`src/rtl/cache_fill_fsm.sv`:
```
// cache_fill_fsm: fetches a 16-byte block as 8 pipelined 16-bit reads and steers returned words into the cache.
// Optional FILL_STATS_EN adds a saturating completed-fill counter on port fill_count.
module cache_fill_fsm #(
    parameter int WORDS_PER_BLOCK = 8,
    parameter int ADDR_W          = 16
) (
    input  logic              clk,
    input  logic              rst,
    input  logic              miss_detected,
    input  logic [ADDR_W-1:0] miss_address,
    input  logic              memory_data_valid,
    output logic              fsm_busy,
    output logic              mem_rd_en,
    output logic [ADDR_W-1:0] mem_addr,
    output logic [ADDR_W-1:0] fill_addr,
    output logic              write_data_array,
    output logic              write_tag_array
`ifdef FILL_STATS_EN
    ,
    output logic [15:0]       fill_count
`endif
);
    localparam int CW = $clog2(WORDS_PER_BLOCK) + 1;

    typedef enum logic {IDLE, FILL} state_t;

    state_t            state_q, state_d;
    logic [ADDR_W-1:0] base_q, base_d;
    logic [ADDR_W-1:0] mem_addr_q, fill_addr_q;
    logic [CW-1:0]     issue_q, issue_d, recv_q, recv_d;

    always_comb begin
        state_d          = state_q;
        base_d           = base_q;
        issue_d          = issue_q;
        recv_d           = recv_q;
        mem_rd_en        = (state_q == FILL) && (issue_q < CW'(WORDS_PER_BLOCK));
        write_data_array = (state_q == FILL) && memory_data_valid;
        write_tag_array  = write_data_array && (recv_q == CW'(WORDS_PER_BLOCK - 1));
        // busy is forced low while rst is asserted so a held miss cannot leak through
        fsm_busy         = rst && ((state_q == FILL) || miss_detected);
        mem_addr         = mem_rd_en ? base_q + ADDR_W'({issue_q, 1'b0}) : mem_addr_q;
        fill_addr        = write_data_array ? base_q + ADDR_W'({recv_q, 1'b0}) : fill_addr_q;
        if (state_q == IDLE && miss_detected) begin
            state_d = FILL;
            base_d  = miss_address & ~ADDR_W'(15);
            issue_d = '0;
            recv_d  = '0;
        end else begin
            if (mem_rd_en) issue_d = issue_q + 1'b1;
            if (write_data_array) recv_d = recv_q + 1'b1;
            if (write_tag_array) state_d = IDLE;
        end
    end

    always_ff @(posedge clk or negedge rst) begin
        if (!rst) begin
            state_q     <= IDLE;
            base_q      <= '0;
            issue_q     <= '0;
            recv_q      <= '0;
            mem_addr_q  <= '0;
            fill_addr_q <= '0;
        end else begin
            state_q     <= state_d;
            base_q      <= base_d;
            issue_q     <= issue_d;
            recv_q      <= recv_d;
            mem_addr_q  <= mem_addr;
            fill_addr_q <= fill_addr;
        end
    end

`ifdef FILL_STATS_EN
    logic [15:0] fill_count_q, fill_count_d;

    always_comb begin
        fill_count_d = (write_tag_array && fill_count_q != 16'hFFFF) ? fill_count_q + 16'd1 : fill_count_q;
    end

    always_ff @(posedge clk or negedge rst) begin
        if (!rst) fill_count_q <= '0;
        else      fill_count_q <= fill_count_d;
    end

    assign fill_count = fill_count_q;
`endif

endmodule

```
`config.mk`:
```
export PLATFORM = sky130hd
export DESIGN_NAME = cache_fill_fsm
export DESIGN_NICKNAME = d
export VERILOG_FILES = /design/src/rtl/cache_fill_fsm.sv
export SDC_FILE = /design/constraint.sdc
export NUM_CORES = 1
export LEC_CHECK = 0
export CAP_MARGIN = 40
export CORE_MARGIN = 2
export CORE_UTILIZATION = 40
export DETAILED_ROUTE_END_ITERATION = 8
export GPL_TIMING_DRIVEN = 0
export PLACE_DENSITY = 0.66
export SETUP_SLACK_MARGIN = 0.15
export SLEW_MARGIN = 10
export SYNTH_ARGS = -nofsm -noshare
export SYNTH_HDL_FRONTEND = slang
export SYNTH_SLANG_ARGS = --single-unit
```
`constraint.sdc`:
```
create_clock -name clk -period 2 [get_ports clk]
set_input_delay 0.4 -clock clk [delete_from_list [all_inputs] [get_ports clk]]
set_output_delay 0.4 -clock clk [all_outputs]
set_load 0.1 [all_outputs]
```
==> metrics <==
CTS Buf Count=5; TNS Setup=-9.54 ns; Slew HR=65.7%; initial antenna violation count=0; Die ar.=~6700 sq um; CTS Sinks=53; CP Buf/Inv Count=3; Area contributors post-synth=dfrtp_1 55%, nand2_1 14%, xnor2_1 5.8%; # setup viols final=33; RSZ-0062 raised after global routing=yes; delay-heaviest family, CP=flip-flops; Rows=28; Clk pin slew, worst setup/hold paths=between 0.1 and 0.15 ns; Setup CP Type=register to primary output; H-tree levels=2; failing checks=negative setup slack; final slew viol count=0; Cells after Synth=around 260; max cap viols=0; Synth area leader=dfrtp_1; clk_skew=0.0127 ns; Critical Path Start Type=register; starting DRC count in detailed routing=between 100 and 150; Mean Syn Cell Area=slightly above 9 sq um; number of global-route vias before repair=~2600; R2R Path Start=state_q$_DFFE_PN0P_; FFs w/ async S/R, synth=100%; met2 routed WL=5690 um; Hold WC Path Type=primary input to async pin; register bit count reported by yosys=53; final worst path period share=124%; DP Worst Slack=-0.927 ns; fillers=around 200; core box area=5890 sq um; Area Growth Syn to Fin=125%; routed length on met1=between 3000 and 4000 um; WP data required=roughly 1.6 ns; Initial Util=about two fifths; most frequent cell after synthesis=nand2_1; Yosys warning count=0; slowest stage cell, crit path=dfrtp_2; fin crit period=roughly 2.5 ns; Met3 Routed Length=approximately 470 um; EDFF count, synth=0; die height=roughly 82 um; clk root buf=clkbuf_8; Worst Setup End Kind=primary output; Yosys top cell area share=a little under three fifths; syn_nets=between 200 and 300; Worst Slack Setup Final=-0.483 ns; synth unique cells=26; Synth top cells by count=93 x nand2_1, 53 x dfrtp_1, 18 x o21ai_0; critical-path cell list=ha_4 -> ha_4 -> nand3_4 -> buf_12 -> nor2_4 -> xnor2_2 -> o21ai_4 -> buf_2 -> buf_12; slowest stage delay, CP=just under 0.5 ns; Worst Setup SP=base_q[4]$_DFFE_PN0P_; Least-Margin Pin Slew=0.514 ns; Vias/cell=about 5.3; grt ovf=0; Antenna Nets Post-Route=0; Final GP Congestion=0.800; Worst Path Arrival=roughly 2.1 ns; clock latency on the worst-skew pair=between 0.3 and 0.4 ns; share of layout cells above drive strength 1=roughly 62%; first-pass GRT wire length=13100 um; max layer used=met4; WL/cell=about 21 um; IO Pins=56; Tot GR Track Use=26.3%; Crit Path Max Fanout=4; Final Routed Wirelength=between 10000 and 15000 um; Top FF cell, synth=dfrtp_1; hpwl dp=roughly 4300 um; post-synthesis cell area=2410 sq um; # nets final=about 450; final hold vios=0; Antenna diodes=0; die width=roughly 80 um; largest net degree at the start of global routing=30; CTS tree=built; First-pass DRT Iterations=4; sequential area share after synthesis=between 50% and 60%; f_max=about 400 MHz; status=finished with violations; DRC errors left=0; # port buffers=51; Max Root-Sink Buffers=2; routed via count=approximately 2600
-- layout by cell type (no fill, tap or decap), types with 10 or more instances in the layout --
| cell type | Yosys | final |
|---|---|---|
| buf_12 | 0 | 43 |
| buf_2 | 7 | 10 |
| buf_4 | 0 | 43 |
| buf_6 | 0 | 47 |
| clkdlybuf4s50_1 | 0 | 13 |
| dfrtp_1 | 53 | 46 |
| nand2_1 | 93 | 67 |
| nand2_4 | 0 | 21 |
| o21ai_4 | 0 | 20 |
| xnor2_2 | 0 | 12 |
-- cell families after synthesis --
| family | after synthesis | synth area share (%) |
|---|---|---|
| AND/OR/NAND/NOR | 132 | 24.1 |
| flip-flops | 53 | 55.1 |
| AO/OA/AOI/OAI | 30 | 6.60 |
| XOR/XNOR | 22 | 8.00 |
| buffers and inverters | 18 | 3.17 |
| adder cells (fa/ha/maj) | 6 | 3.12 |
-- worst paths after layout --
path / end / cells after the start / slack [ns]
max: mem_addr[10] / 9 / -0.48
min: fill_addr_q[13]$_DFF_PN0_ / 2 / 0.005
max reg2reg: base_q[7]$_DFFE_PN0P_ / 6 / 0.22
min reg2reg: mem_addr_q[6]$_DFF_PN0_ / 2 / 0.50
max in group asynchronous: base_q[12]$_DFFE_PN0P_ / 2 / 1.81
min in group clk: mem_addr_q[6]$_DFF_PN0_ / 2 / 0.50
-- metrics by stage --
step	utilization, %	hold slack (ns)	area, sq um	cells
6_report	92.2	0.00461	5430	497
5_1_grt	92.2	0.0135	5430	497
4_1_cts	86.7	0.0134	5100	475
3_5_place_dp	68.3	0.447	4020	424
3_3_place_gp	58.9	0.460	3470	387
2_1_floorplan	-	0.104	2860	261
-- worst register-to-register path, stage by stage (launching register included) --
cell	delay, ns
dfrtp_2	0.44
buf_4	0.16
buf_4	0.15
nor2b_1	0.40
clkbuf_2	0.34
nand2_1	0.14
nand2_1	0.09
-- layer usage --
metal  GRT usage, %  vias up
met5              0        -
met4           5.17        0
met3           3.96       33
met2           49.3      105
met1           32.2     1358
li1               -     1152
-- area by class of cell --
| class | instances | area (sq um) | share of cell area (%) |
|---|---|---|---|
| well taps | 75 | 93.8 | 1.73 |
| clock buffers | 5 | 68.8 | 1.27 |
| clock inverters | 3 | 17.5 | 0.323 |
| inverters | 5 | 38.8 | 0.715 |
| repair buffers | 153 | 1870 | 34.4 |
| plain buffers | 13 | 184 | 3.39 |
| multi-input cells | 190 | 1820 | 33.6 |
| flip-flops and latches | 53 | 1340 | 24.6 |
-- state kept, by name (all words and copies together) (netlist names) --
| name | count |
|---|---|
| base_q | 12 |
| fill_addr_q | 16 |
| issue_q | 4 |
| mem_addr_q | 16 |
| recv_q | 4 |
| state_q | 1 |
-- repair_timing --
action	4_1_cts	5_1_grt
hold endpoints to repair	25	0
hold buffers	1	0
gates resized for setup	283	40
gates cloned	2	0
endpoints found under the setup margin	36	35
setup buffers	42	22
pin swaps	38	22
Power is not shown: default switching activity piles up to over one toggle a cycle in this logic, so the estimate is an artifact.
